`src/rtl/song_recorder.sv`:
```
// Records chord changes from the key inputs as {note_mask, duration} entries and serves them on a registered read port.
// Optional build macro REC_DROP_RESTS_EN: all-released periods extend the preceding entry instead of being stored.
module song_recorder #(
    parameter int DEPTH    = 16,
    parameter int ADDRW    = 4,
    parameter int DURW     = 8,
    parameter int TICK_DIV = 250000
) (
    input  logic                clk,
    input  logic                reset,
    input  logic [7:0]          keys,
    input  logic                rec_en,
    input  logic [ADDRW-1:0]    rd_addr,
    output logic [8+DURW-1:0]   rd_data,
    output logic [ADDRW:0]      length,
    output logic                busy,
    output logic                full,
    output logic                done
);

    typedef enum logic [1:0] {IDLE, ARMED, RECORD, DONE} state_t;

    localparam int CNTW = (TICK_DIV > 1) ? $clog2(TICK_DIV) : 1;
    localparam logic [CNTW-1:0]  CNT_LAST = CNTW'(TICK_DIV - 1);
    localparam logic [DURW-1:0]  DUR_MAX  = '1;
    localparam logic [ADDRW:0]   LEN_MAX  = (ADDRW + 1)'(DEPTH);

    state_t             state, state_next;
    logic [CNTW-1:0]    cnt;
    logic [DURW-1:0]    dur, dur_next, dur_inc;
    logic [7:0]         cur_mask, cur_mask_next;
    logic [ADDRW:0]     length_next;
    logic               rec_prev, rec_rise, tick;
    logic               wr_en;
    logic [ADDRW-1:0]   wr_addr;
    logic [8+DURW-1:0]  wr_data;
    logic [8+DURW-1:0]  mem [DEPTH];
`ifdef REC_DROP_RESTS_EN
    logic [7:0]         last_mask, last_mask_next;
    logic [DURW-1:0]    last_dur, last_dur_next;
`endif

    assign tick     = (state == RECORD) && (cnt == CNT_LAST);
    assign rec_rise = rec_en && !rec_prev;
    // dur never rests at all-ones (saturation writes it back to 0), so this cannot wrap
    assign dur_inc  = dur + DURW'(tick);

    assign busy = (state == ARMED) || (state == RECORD);
    assign done = (state == DONE);
    assign full = (length == LEN_MAX);

    always_comb begin
        state_next    = state;
        length_next   = length;
        cur_mask_next = cur_mask;
        dur_next      = dur;
        wr_en         = 1'b0;
        wr_addr       = length[ADDRW-1:0];
        wr_data       = {cur_mask, dur_inc};
`ifdef REC_DROP_RESTS_EN
        last_mask_next = last_mask;
        last_dur_next  = last_dur;
`endif
        case (state)
            IDLE: begin
                if (rec_rise) begin
                    length_next = '0;
                    state_next  = ARMED;
                end
            end
            ARMED: begin
                if (!rec_en) begin
                    length_next = '0;
                    state_next  = IDLE;
                end else if (keys != 8'h00) begin
                    cur_mask_next = keys;
                    dur_next      = '0;
                    state_next    = RECORD;
                end
            end
            RECORD: begin
`ifdef REC_DROP_RESTS_EN
                // During a rest every tick is folded into the previous entry in place
                if (cur_mask == 8'h00) begin
                    if (tick && length != '0) begin
                        last_dur_next = (last_dur == DUR_MAX) ? last_dur : last_dur + DURW'(1);
                        wr_en         = 1'b1;
                        wr_addr       = length[ADDRW-1:0] - ADDRW'(1);
                        wr_data       = {last_mask, last_dur_next};
                    end
                    if (!rec_en) begin
                        state_next = DONE;
                    end else if (keys != cur_mask) begin
                        cur_mask_next = keys;
                        dur_next      = '0;
                    end
                end else
`endif
                begin
                    if (!rec_en) begin
                        wr_en      = (dur_inc != '0);
                        state_next = DONE;
                    end else if (keys != cur_mask) begin
                        wr_en         = 1'b1;
                        cur_mask_next = keys;
                        dur_next      = '0;
                    end else if (tick && dur_inc == DUR_MAX) begin
                        wr_en    = 1'b1;
                        dur_next = '0;
                    end else begin
                        dur_next = dur_inc;
                    end
                    if (wr_en) begin
                        length_next = length + (ADDRW + 1)'(1);
                        if (length_next == LEN_MAX) state_next = DONE;
`ifdef REC_DROP_RESTS_EN
                        last_mask_next = cur_mask;
                        last_dur_next  = dur_inc;
`endif
                    end
                end
            end
            DONE: begin
                if (rec_rise) begin
                    length_next = '0;
                    state_next  = ARMED;
                end
            end
            default: state_next = IDLE;
        endcase
    end

    always_ff @(posedge clk or posedge reset) begin
        if (reset) begin
            state    <= IDLE;
            length   <= '0;
            cur_mask <= 8'h00;
            dur      <= '0;
            cnt      <= '0;
            rec_prev <= 1'b0;
            rd_data  <= '0;
`ifdef REC_DROP_RESTS_EN
            last_mask <= 8'h00;
            last_dur  <= '0;
`endif
        end else begin
            state    <= state_next;
            length   <= length_next;
            cur_mask <= cur_mask_next;
            dur      <= dur_next;
            cnt      <= (state == RECORD && !tick) ? cnt + CNTW'(1) : '0;
            rec_prev <= rec_en;
            rd_data  <= mem[rd_addr];
`ifdef REC_DROP_RESTS_EN
            last_mask <= last_mask_next;
            last_dur  <= last_dur_next;
`endif
        end
    end

    always_ff @(posedge clk) begin
        if (wr_en) mem[wr_addr] <= wr_data;
    end

endmodule

```
`config.mk`:
```
export PLATFORM = sky130hd
export DESIGN_NAME = song_recorder
export DESIGN_NICKNAME = d
export VERILOG_FILES = /design/src/rtl/song_recorder.sv
export SDC_FILE = /design/constraint.sdc
export NUM_CORES = 1
export LEC_CHECK = 0
export ABC_AREA = 1
export BUFFER_PORTS_ARGS = -buffer_cell sky130_fd_sc_hd__clkbuf_2
export CELL_PAD_IN_SITES_DETAIL_PLACEMENT = 1
export CELL_PAD_IN_SITES_GLOBAL_PLACEMENT = 2
export CORE_MARGIN = 1
export CORE_UTILIZATION = 39
export DETAILED_ROUTE_END_ITERATION = 8
export PLACE_DENSITY_LB_ADDON = 0.1
export SYNTH_ARGS = -nofsm -noshare
export SYNTH_HDL_FRONTEND = slang
export SYNTH_SLANG_ARGS = --single-unit
```
`constraint.sdc`:
```
create_clock -name clk -period 4 [get_ports clk]
set_clock_uncertainty 0.15 [all_clocks]
set_input_delay 0.2 -clock clk [delete_from_list [all_inputs] [get_ports clk]]
set_output_delay 0.2 -clock clk [all_outputs]
set_load 0.05 [all_outputs]
```
==> out/summary.md <==
In this run the deepest clock path goes through 3 buffers. The die is 186 µm tall. Gates resized during post-CTS repair numbered 0. The post-layout minimum cycle time is 3.61 ns. For the number of antenna violations at the first check in global routing, the log shows 0. Cell taking the most area after synthesis: sky130_fd_sc_hd__edfxtp_1.

The count of final max-slew check failures was 0; the detailed placer's ending HPWL was 21200 µm. Summed over all layers, the global routing overflow is 0. The clock tree synthesis step divided the H-tree into 2 levels. STA classifies the critical path startpoint as a flip-flop.

The synthesized netlist occupies a cell area of 13200 µm². TritonCTS built the clock tree. The transition time of the tightest slew-check pin is 0.973 ns, and the flip-flop and latch count after synthesis is 314. In this run the worst path has a maximum fanout of 13.

For this run, the detailed router's first-pass iteration total came to 4. After synthesis, the cell types taking the most area are sky130_fd_sc_hd__edfxtp_1 58%, sky130_fd_sc_hd__dfrtp_1 11%, sky130_fd_sc_hd__mux2i_1 4.9%. Relative to the synthesized area, the layout overhead comes to 16.5%.

After the last flow step, the layout net total stands at 1147. After clock tree synthesis, the clock-pin slew on the worst setup and hold paths is 0.06 ns. Traced cell by cell, the critical path runs through ha_1 > nand2_1 > nor2_2 > nand2_1 > nor3_1 > ha_1 > ha_1 > nand2_1 > inv_2 > nand3_1 > nand2_1 > o21ai_2 > nor2_2 > nand2_4 > nand3_4 > nand2_4 > nor2_8 > nand2_4 > nor2_2 > buf_4.

In this run the clock root is driven by a sky130_fd_sc_hd__clkbuf_16. The run gives 0.200 as the overall track demand over capacity in global routing. The maximum number of pins on one net before global-route repair is 94. When the netlist entered floorplanning its net count stood at 1072. For the number of failing setup endpoints in the final timing report, the log shows 0. The logs give 502 for the starting DRC count in detailed routing and 3473 for the final-layout fill cell count. For the required time at the worst-slack endpoint, the log shows 4.04 ns.

The standby leakage power came out at 6.00 nW. The tools report the final number of hold-violating endpoints as 0. Wires add up to 33100 µm. The portion of synthesized cell area occupied by the leading cell type was 0.582. The power density normalized to cell area is 552 nW/µm², and the relative slew slack is 0.350. During synthesis, Yosys emitted a total of 0 warnings. The netlist uses 40 different library cells. The master of the slowest instance on the critical path is sky130_fd_sc_hd__dfrtp_1. The non-filler instance count after layout was 1596.

The I/O pin count was 39; the per-instance average area after synthesis was 12.6 µm². Data on the critical path arrives at its endpoint at 3.64 ns. The first global-routing pass estimated 50900 µm of wire.

The fraction of the core area covered by cells at the end of the flow is 0.460, and the number of flops mapped to enable cells by yosys is 256. Most frequent cell on the critical path: sky130_fd_sc_hd__nand2_1. Count of maximum capacitance violations: 0.

Total negative slack: 0 ns. Setup repair after global routing left no endpoint under its margin. By count the netlist is led by 256 x sky130_fd_sc_hd__edfxtp_1, 115 x sky130_fd_sc_hd__inv_1, 103 x sky130_fd_sc_hd__nand2_1. For the overall die area, the log shows 34600 µm².

For the via count of the first global-routing pass, the log shows 8483. The horizontal extent of the die came out at 186 µm. After clock tree synthesis, the setup repair step added 0 buffers.

At the later pin of the worst-skew pair, clock insertion delay measures 0.51 ns. The repair_antennas step left the layout with diodes totalling 0. The TritonCTS buffer count was 36. The share of the clock period used by the worst path after layout was 0.901; the effective utilization at floorplan was 0.395. Counting every instance in the synthesized netlist gives 1047. The floorplan has 67 rows. After clock tree synthesis, the flow added hold-fix buffers numbering 10.

The path class of the tightest hold or removal check is in2reg. During placement, the flow inserted port buffers numbering 38. The tools report the number of sinks driven by the clock tree as 314. In the final routed layout, each cell accounts on average for 20.8 µm.

The proportion of synthesized flip-flops having asynchronous set or reset was 0.185; the via density per instance was 5.17. The run finished with clean final reports. The kind of critical path is reg2reg.

Once detail routing completed, the nets flagged for antenna violations numbered 0. The fraction of final layout cells sized beyond drive strength 1 is 0.152. IR analysis of the VDD net gives a maximum drop of 382 µV.

The largest single stage delay on the critical path is 0.41 ns. The congestion estimate from routability-driven global placement came to 0.775. The floorplan step defined a core boundary enclosing 33400 µm².

The most common cell in the netlist was sky130_fd_sc_hd__edfxtp_1. DRC violation count after routing: 0. Across all layers, the routed design uses 8255 vias.

STA classifies the critical path endpoint as a flip-flop. The top achievable clock speed is 0.277 GHz, and the sequential element share of the synthesized area is 0.692. Including well taps, the total number of placed cells is 1522.

For this run, the leading register cell type out of synthesis is sky130_fd_sc_hd__edfxtp_1.
==> cells in the final DEF (no fill, tap or decap), types with 13 or more instances in the layout <==
master and instances:
sky130_fd_sc_hd__nor2_2 17, sky130_fd_sc_hd__o211ai_1 64, sky130_fd_sc_hd__o21ai_0 92, sky130_fd_sc_hd__mux2i_1 64
sky130_fd_sc_hd__nand4_1 13, sky130_fd_sc_hd__nor2_1 35, sky130_fd_sc_hd__a21oi_1 70, sky130_fd_sc_hd__edfxtp_1 256
sky130_fd_sc_hd__buf_4 35, sky130_fd_sc_hd__dfrtp_1 58, sky130_fd_sc_hd__clkbuf_2 37, sky130_fd_sc_hd__inv_1 114
sky130_fd_sc_hd__clkbuf_16 37, sky130_fd_sc_hd__nand2_1 103, sky130_fd_sc_hd__nand3_1 41
==> worst max-delay path: cells and delay by family (launching register included) <==
kind / cells / cell delay, ns
compound gates: 1 / 0.08
simple gates: 14 / 1.61
buf+inv: 2 / 0.36
fa+ha+maj: 3 / 0.66
flops: 1 / 0.41
==> worst paths after layout <==
check                           start     endpoint  slack [ns]  cells after the start
min                        rd_addr[3]  rd_data[14]        0.16                      3
min reg2reg                    dur[0]       dur[0]        0.35                      2
max in group asynchronous       reset  rd_data[12]        2.47                      4
max reg2reg                    cnt[0]    mem[8][7]        0.39                     20
max                            cnt[0]    mem[8][7]        0.39                     20
min in group asynchronous       reset       dur[6]        0.31                      3
==> per-layer routing <==
| layer | part of all wire | global-route usage | vias to the layer above |
|---|---|---|---|
| met4 | 0.015 | 0.0446 | 0 |
| met5 | 0 | 0 | - |
| met1 | 0.48 | 0.286 | 4193 |
| met3 | 0.037 | 0.0284 | 36 |
| li1 | - | - | 3892 |
| met2 | 0.47 | 0.320 | 134 |
==> flip-flops by register name, summed over array words and instances (netlist names) <==
| name | count |
|---|---|
| cnt | 18 |
| cur_mask | 8 |
| dur | 8 |
| length | 5 |
| mem | 256 |
| rd_data | 16 |
| rec_prev | 1 |
| state | 2 |
==> per-stage QoR <==
| step | setup WS, ns | area [µm²] | total power (W) | hold WS (ns) |
|---|---|---|---|---|
| 2_1_floorplan | -0.0418 | 13200 | 0.00479 | 0.0814 |
| 3_3_place_gp | 0.531 | 14100 | 0.00525 | 0.307 |
| 3_5_place_dp | 0.455 | 14100 | 0.00528 | 0.318 |
| 4_1_cts | 0.385 | 15400 | 0.00861 | 0.130 |
| 5_1_grt | 0.00197 | 15400 | 0.00886 | 0.172 |
| 6_report | 0.395 | 15400 | 0.00849 | 0.165 |
==> cell families after synthesis <==
group,count (synthesis),share of synthesized area
AOI/OAI and AO/OA,232,0.101
xor gates and xnor gates,14,0.00985
adders and majority gates,10,0.00947
buffers and inverters,168,0.0489
DFF,314,0.692
muxes,64,0.0485
and+or+nand+nor,245,0.0901
==> area by class of cell <==
type                       count  area [µm²]  share of cell area
tap                          448         561              0.0364
inverter                     121         457              0.0297
clock inverter                15         170              0.0111
sequential                   314        9140               0.594
multi-input combinational    565        3470               0.226
timing repair buffer          84         579              0.0376
clock buffer                  49        1010              0.0657
==> where the power goes <==
part | internal, W | switching, W | total (W)
sequential | 0.00386 | 0.000217 | 0.00407
clock | 0.00202 | 0.00127 | 0.00330
combinational | 0.000303 | 0.000814 | 0.00112
No activity file was read; power rests on OpenSTA's default activity.
